<file path="config.mk">
export PLATFORM = sky130hd
export DESIGN_NAME = display_source_arbiter
export DESIGN_NICKNAME = d
export VERILOG_FILES = /design/src/rtl/display_source_arbiter_pkg.sv /design/src/rtl/display_source_arbiter_scan_prescaler.sv /design/src/rtl/display_source_arbiter.sv
export SDC_FILE = /design/constraint.sdc
export NUM_CORES = 1
export LEC_CHECK = 0
export CAP_MARGIN = 20
export CELL_PAD_IN_SITES_DETAIL_PLACEMENT = 0
export CELL_PAD_IN_SITES_GLOBAL_PLACEMENT = 2
export CORE_UTILIZATION = 29
export CTS_CLUSTER_DIAMETER = 100
export DETAILED_ROUTE_END_ITERATION = 16
export PLACE_DENSITY = 0.85
export SLEW_MARGIN = 20
export SYNTH_ARGS = -nofsm -noshare
export SYNTH_HDL_FRONTEND = slang
export SYNTH_SLANG_ARGS = --single-unit
</file>
<file path="constraint.sdc">
create_clock -name clk -period 3.3 [get_ports clk]
set_clock_uncertainty 0.1 [all_clocks]
set_input_delay 0.33 -clock clk [delete_from_list [all_inputs] [get_ports clk]]
set_output_delay 0.33 -clock clk [all_outputs]
set_load 0.02 [all_outputs]
</file>
<file path="src/rtl/display_source_arbiter_pkg.sv">
// Shared definitions for the display source arbiter and its scan prescaler.
// Holds the state and source encodings, the default timing parameters and the
// leading-zero blank helper.
package display_source_arbiter_pkg;

    localparam int unsigned DATA_W             = 16;
    localparam int unsigned MASK_W             = 4;
    localparam int unsigned SRC_W              = 2;
    localparam int unsigned DEFAULT_CLK_DIV    = 100000;
    localparam int unsigned DEFAULT_HOLD_TICKS = 2000;

    typedef enum logic [1:0] {
        S_CREDIT = 2'b00,
        S_PRICE  = 2'b01,
        S_MSG    = 2'b10
    } state_t;

    localparam logic [SRC_W-1:0] SRC_CREDIT = 2'b00;
    localparam logic [SRC_W-1:0] SRC_PRICE  = 2'b01;
    localparam logic [SRC_W-1:0] SRC_MSG    = 2'b10;

    // Blank leading zero digits; the least significant digit always shows.
    function automatic logic [MASK_W-1:0] leading_blank(input logic [DATA_W-1:0] value);
        logic [MASK_W-1:0] mask;
        mask[3] = (value[15:12] == 4'h0);
        mask[2] = mask[3] & (value[11:8] == 4'h0);
        mask[1] = mask[2] & (value[7:4] == 4'h0);
        mask[0] = 1'b0;
        return mask;
    endfunction

endpackage

</file>
<file path="src/rtl/display_source_arbiter_scan_prescaler.sv">
// Free-running divider producing the scan tick.
// Ports: clk, reset (async, active-high), tick (high while the count sits at
// CLK_DIV-1, i.e. once every CLK_DIV cycles).
module scan_prescaler
    import display_source_arbiter_pkg::*;
#(
    parameter int unsigned CLK_DIV = DEFAULT_CLK_DIV
) (
    input  logic clk,
    input  logic reset,
    output logic tick
);

    localparam int unsigned CNT_W = (CLK_DIV > 2) ? $clog2(CLK_DIV) : 1;

    logic [CNT_W-1:0] cnt_q;
    logic             at_top;

    assign at_top = (cnt_q == CNT_W'(CLK_DIV - 1));
    assign tick   = at_top;

    // Count 0..CLK_DIV-1 and wrap.
    always_ff @(posedge clk or posedge reset) begin
        if (reset) begin
            cnt_q <= '0;
        end else if (at_top) begin
            cnt_q <= '0;
        end else begin
            cnt_q <= cnt_q + CNT_W'(1);
        end
    end

endmodule

</file>
<file path="src/rtl/display_source_arbiter.sv">
// Selects what the 4-digit display shows: running credit by default, a timed
// price preview, or a timed status message (highest priority).
// Ports: clk, reset (async, active-high); credit_bcd, price_req/price_bcd,
// msg_req/msg_code in; price_ack, msg_ack, disp_value, blank_mask, scan_en,
// src out (all registered).
module display_source_arbiter
    import display_source_arbiter_pkg::*;
#(
    parameter int unsigned CLK_DIV    = DEFAULT_CLK_DIV,
    parameter int unsigned HOLD_TICKS = DEFAULT_HOLD_TICKS
) (
    input  logic              clk,
    input  logic              reset,
    input  logic [DATA_W-1:0] credit_bcd,
    input  logic              price_req,
    input  logic [DATA_W-1:0] price_bcd,
    input  logic              msg_req,
    input  logic [DATA_W-1:0] msg_code,
    output logic              price_ack,
    output logic              msg_ack,
    output logic [DATA_W-1:0] disp_value,
    output logic [MASK_W-1:0] blank_mask,
    output logic              scan_en,
    output logic [SRC_W-1:0]  src
);

    localparam int unsigned HOLD_W = $clog2(HOLD_TICKS + 1);

    state_t            state_q, state_d;
    logic [HOLD_W-1:0] hold_q, hold_d;
    logic [DATA_W-1:0] disp_q, disp_d;
    logic [MASK_W-1:0] mask_q, mask_d;
    logic              price_ack_q, price_ack_d;
    logic              msg_ack_q, msg_ack_d;
    logic              scan_en_q;
    logic              tick;

    scan_prescaler #(.CLK_DIV(CLK_DIV)) u_prescaler (
        .clk   (clk),
        .reset (reset),
        .tick  (tick)
    );

    // State, hold counter and registered outputs.
    always_ff @(posedge clk or posedge reset) begin
        if (reset) begin
            state_q     <= S_CREDIT;
            hold_q      <= '0;
            disp_q      <= '0;
            mask_q      <= 4'b1110;
            price_ack_q <= 1'b0;
            msg_ack_q   <= 1'b0;
            scan_en_q   <= 1'b0;
        end else begin
            state_q     <= state_d;
            hold_q      <= hold_d;
            disp_q      <= disp_d;
            mask_q      <= mask_d;
            price_ack_q <= price_ack_d;
            msg_ack_q   <= msg_ack_d;
            scan_en_q   <= tick;
        end
    end

    // Arbitration: message > price > hold expiry > stay.
    always_comb begin
        state_d     = state_q;
        hold_d      = hold_q;
        disp_d      = disp_q;
        price_ack_d = 1'b0;
        msg_ack_d   = 1'b0;

        if (msg_req) begin
            state_d   = S_MSG;
            disp_d    = msg_code;
            hold_d    = HOLD_W'(HOLD_TICKS);
            msg_ack_d = 1'b1;
        end else begin
            case (state_q)
                S_CREDIT: begin
                    if (price_req) begin
                        state_d     = S_PRICE;
                        disp_d      = price_bcd;
                        hold_d      = HOLD_W'(HOLD_TICKS);
                        price_ack_d = 1'b1;
                    end else begin
                        disp_d = credit_bcd;
                    end
                end
                S_PRICE: begin
                    if (price_req) begin
                        disp_d      = price_bcd;
                        hold_d      = HOLD_W'(HOLD_TICKS);
                        price_ack_d = 1'b1;
                    end else if (tick) begin
                        if (hold_q == HOLD_W'(1)) begin
                            state_d = S_CREDIT;
                            disp_d  = credit_bcd;
                        end
                        hold_d = hold_q - HOLD_W'(1);
                    end
                end
                S_MSG: begin
                    // Price requests are dropped while a message is up.
                    if (tick) begin
                        if (hold_q == HOLD_W'(1)) begin
                            state_d = S_CREDIT;
                            disp_d  = credit_bcd;
                        end
                        hold_d = hold_q - HOLD_W'(1);
                    end
                end
                default: begin
                    state_d = S_CREDIT;
                    disp_d  = credit_bcd;
                    hold_d  = '0;
                end
            endcase
        end

        // Messages are raw segment patterns, so never blank them.
        mask_d = (state_d == S_MSG) ? '0 : leading_blank(disp_d);
    end

    assign price_ack  = price_ack_q;
    assign msg_ack    = msg_ack_q;
    assign disp_value = disp_q;
    assign blank_mask = mask_q;
    assign scan_en    = scan_en_q;
    assign src        = state_q;

endmodule

</file>
==> out/results.tsv <==
stage	metric	value	unit
outcome	outcome	completed	
cells_and_area	area_growth	31.6	%
die	ios	77	
synthesis	yosysTopAreaCell	dfrtp_1	
sta	finalSetupViolCount	0	
clock_tree	cts_resized	0	
drt	avgRoutedWirePerCell	16.5	µm
sta	tns	0	ns
placement	port_buffers	75	
die	die_h	106	µm
die	die_x	106	µm
synthesis	yosysTopAreaCellShare	0.388	
cells_and_area	seq_area	1310	µm²
sta	relSlewSlack	0.331	
worst_setup_path	critPathMaxStageDelay	0.63	ns
synthesis	synth_nets	429	
synthesis	yosysWarnings	0	
power	vdd_drop_max	0.167	mV
die	dieArea	11300	µm²
cells_and_area	fill_cells	1103	
global_routing	grt_pass1_wl	15700	µm
sta	holdWs	0.322	ns
clock_tree	cts_root_buffer	clkbuf_8	
synthesis	synthAdderAreaFrac	0.0119	
synthesis	ys_async_sr_fraction	1.00	
global_routing	grt-ovfl-total	0	
sta	period_share	0.953	
worst_setup_path	start_kind	flip-flop	
global_routing	grt_usage	0.177	
sta	rsz0062_at_grt	false	
global_routing	grt_max_degree	37	
clock_tree	h-tree-depth	2	
placement	gp_congestion	0.787	
clock_tree	cts_sinks	52	
global_routing	antenna_found_initial	0	
drt	ant_nets	0	
synthesis	ys_types	59	
synthesis	synth_top_family_by_area	simple AND/OR/NAND/NOR gates	
die	rows	37	
synthesis	synth.area.top_cells	dfrtp_1, o21ai_0, a21oi_1	
die	start_util	0.302	
synthesis	synth-seq-cells	52	
clock_tree	clkLatencyLatePin	0.32	ns
worst_setup_path	path_max_fanout	13	
hold_path	hp-class	input pin to asynchronous set/reset pin	
drt	dr.pass1.iters	5	
synthesis	synth_area	3160	µm²
clock_tree	cts_setup_buffers	0	
cells_and_area	multiInputGateArea	1700	µm²
synthesis	syn_avg_cell_area	8.45	µm²
worst_setup_path	crit_slowest_cell	or4b_4	
placement	hpwl	6970	µm
clock_tree	cts_max_path_buffers	2	
worst_setup_path	path_cells	or4_4 > or4b_4 > o21ai_0 > a22o_1 > a21oi_1 > or4b_1 > nor4_2	
clock_tree	cts_tree	yes	
synthesis	synth-simple-area-share	0.239	
synthesis	synth_commonest_cells	dfrtp_1, nor2_1, o21ai_0, a21oi_1, nand2_1	
global_routing	grt_pass1_vias	3009	
synthesis	synth-edff-count	0	
cells_and_area	n_antenna_cell	0	
drt	wirelength	9640	µm
synthesis	netlist_instances	374	
synthesis	synth_compound_area_frac	0.237	
sta	fmax	0.318	GHz
power	design_power_total	1290	µW
drt	vias	3110	
sta	finalCriticalPeriod	3.14	ns
drt	viasPerCell	5.33	
worst_setup_path	cp.required	3.43	ns
clock_tree	path_clk_slew	0.11	ns
sta	tightest_slew	1.00	ns
sta	hold_viol_final	0	
power	power.density	311	nW/µm²
clock_tree	holdBufCountCts	0	
run	max_cap_violations	0	
synthesis	synth.area.mux_share	0.00356	
die	core_region_area	10500	µm²
power	leakage	0.00164	µW
synthesis	synth_most_common_cell	dfrtp_1	
cells_and_area	nets	502	
worst_setup_path	endpoint_kind	flip-flop	
synthesis	synth_ff_type	dfrtp_1	
cells_and_area	drive_gt1_frac	0.0848	
worst_setup_path	crit_type	flip-flop to flip-flop	
drt	drc	0	
synthesis	yosysSeqAreaShare	0.413	
sta	slew_viol_final	0	
clock_tree	numCtsBuffers	5	
drt	first_iter_violations	280	
synthesis	synth_xor_area_frac	0.0443	
worst_setup_path	worstPathArrival	3.27	ns
## logic make-up (layout without fill, tap and decap cells)
| logic type | Yosys count | after routing |
|---|---|---|
| fa+ha+maj | 3 | 3 |
| compound gates | 120 | 120 |
| xor+xnor | 16 | 16 |
| buf+inv | 37 | 111 |
| flops | 52 | 52 |
| other cells | 1 | 1 |
| mux | 1 | 1 |
| simple gates | 144 | 144 |
## power by group
part | switching (µW) | leakage [µW] | internal, µW | total [µW]
registers | 12.9 | 0.000624 | 656 | 669
logic | 111 | 0.000969 | 124 | 235
clock network | 236 | 0.0000445 | 151 | 387
total | 360 | 0.00164 | 932 | 1290
## layout make-up
| cell class | instances | area share |
|---|---|---|
| flip-flops and latches | 52 | 0.314 |
| clock inverters | 3 | 0.00511 |
| inverters | 16 | 0.0144 |
| multi-input cells | 285 | 0.408 |
| well taps | 136 | 0.0409 |
| clock buffers | 5 | 0.0165 |
| repair buffers | 87 | 0.201 |
## metal layers
metal,vias up,global-route usage,share of wire
met4,0,0.0466,0.011
li1,1501,-,-
met1,1495,0.249,0.47
met3,10,0.0282,0.059
met5,-,0,0
met2,104,0.280,0.46
## state kept, by name (all words and copies together), names as in the netlist
name	flops
scan_en	1
disp_value	16
src	2
hold_q	11
msg_ack	1
u_prescaler.cnt_q	17
price_ack	1
blank_mask	3
## final timing paths
path                                           start                   end  slack, ns  depth (start not counted)
min in group clk                             msg_req               msg_ack       0.35                          1
worst max register to register             hold_q[6]         blank_mask[1]       0.16                          7
worst min-delay path                           reset  u_prescaler.cnt_q[0]       0.32                          2
worst min register to register  u_prescaler.cnt_q[0]  u_prescaler.cnt_q[0]       0.39                          1
worst max-delay path                       hold_q[6]         blank_mask[1]       0.16                          7
max in group asynchronous                      reset         blank_mask[1]       1.96                          3
## through the flow
step                      area [µm²]   util  std cells  setup WS, ns
after global routing            4160  0.398        584        0.0713
after floorplan                 3160      -        374         0.426
final                           4160  0.398        584         0.156
after global placement          4070  0.389        576         0.257
after detailed placement        4070  0.389        576         0.177
after CTS                       4160  0.398        584         0.158
## layout by cell type, fill, tap and decap left out, types with 4 or more instances in the layout
master	count
nor2_1	44
nand3_1	20
nand2_1	27
a22oi_1	12
o21ai_0	35
clkbuf_8	5
buf_4	12
inv_1	14
nand4_1	6
a21o_1	4
dfrtp_1	49
a31oi_1	5
xor2_1	11
nand2b_1	6
nor4_1	5
a21oi_1	34
a2bb2oi_1	4
nor3_1	9
clkdlybuf4s50_1	74
xnor2_1	5
## critical path, delay by kind of cell, from the launching register on
kind / cells / cell delay, ns
AO/OA/AOI/OAI: 3 / 0.44
AND/OR/NAND/NOR: 4 / 2.08
flip-flops: 1 / 0.45
(Power assumes the default switching activity.)
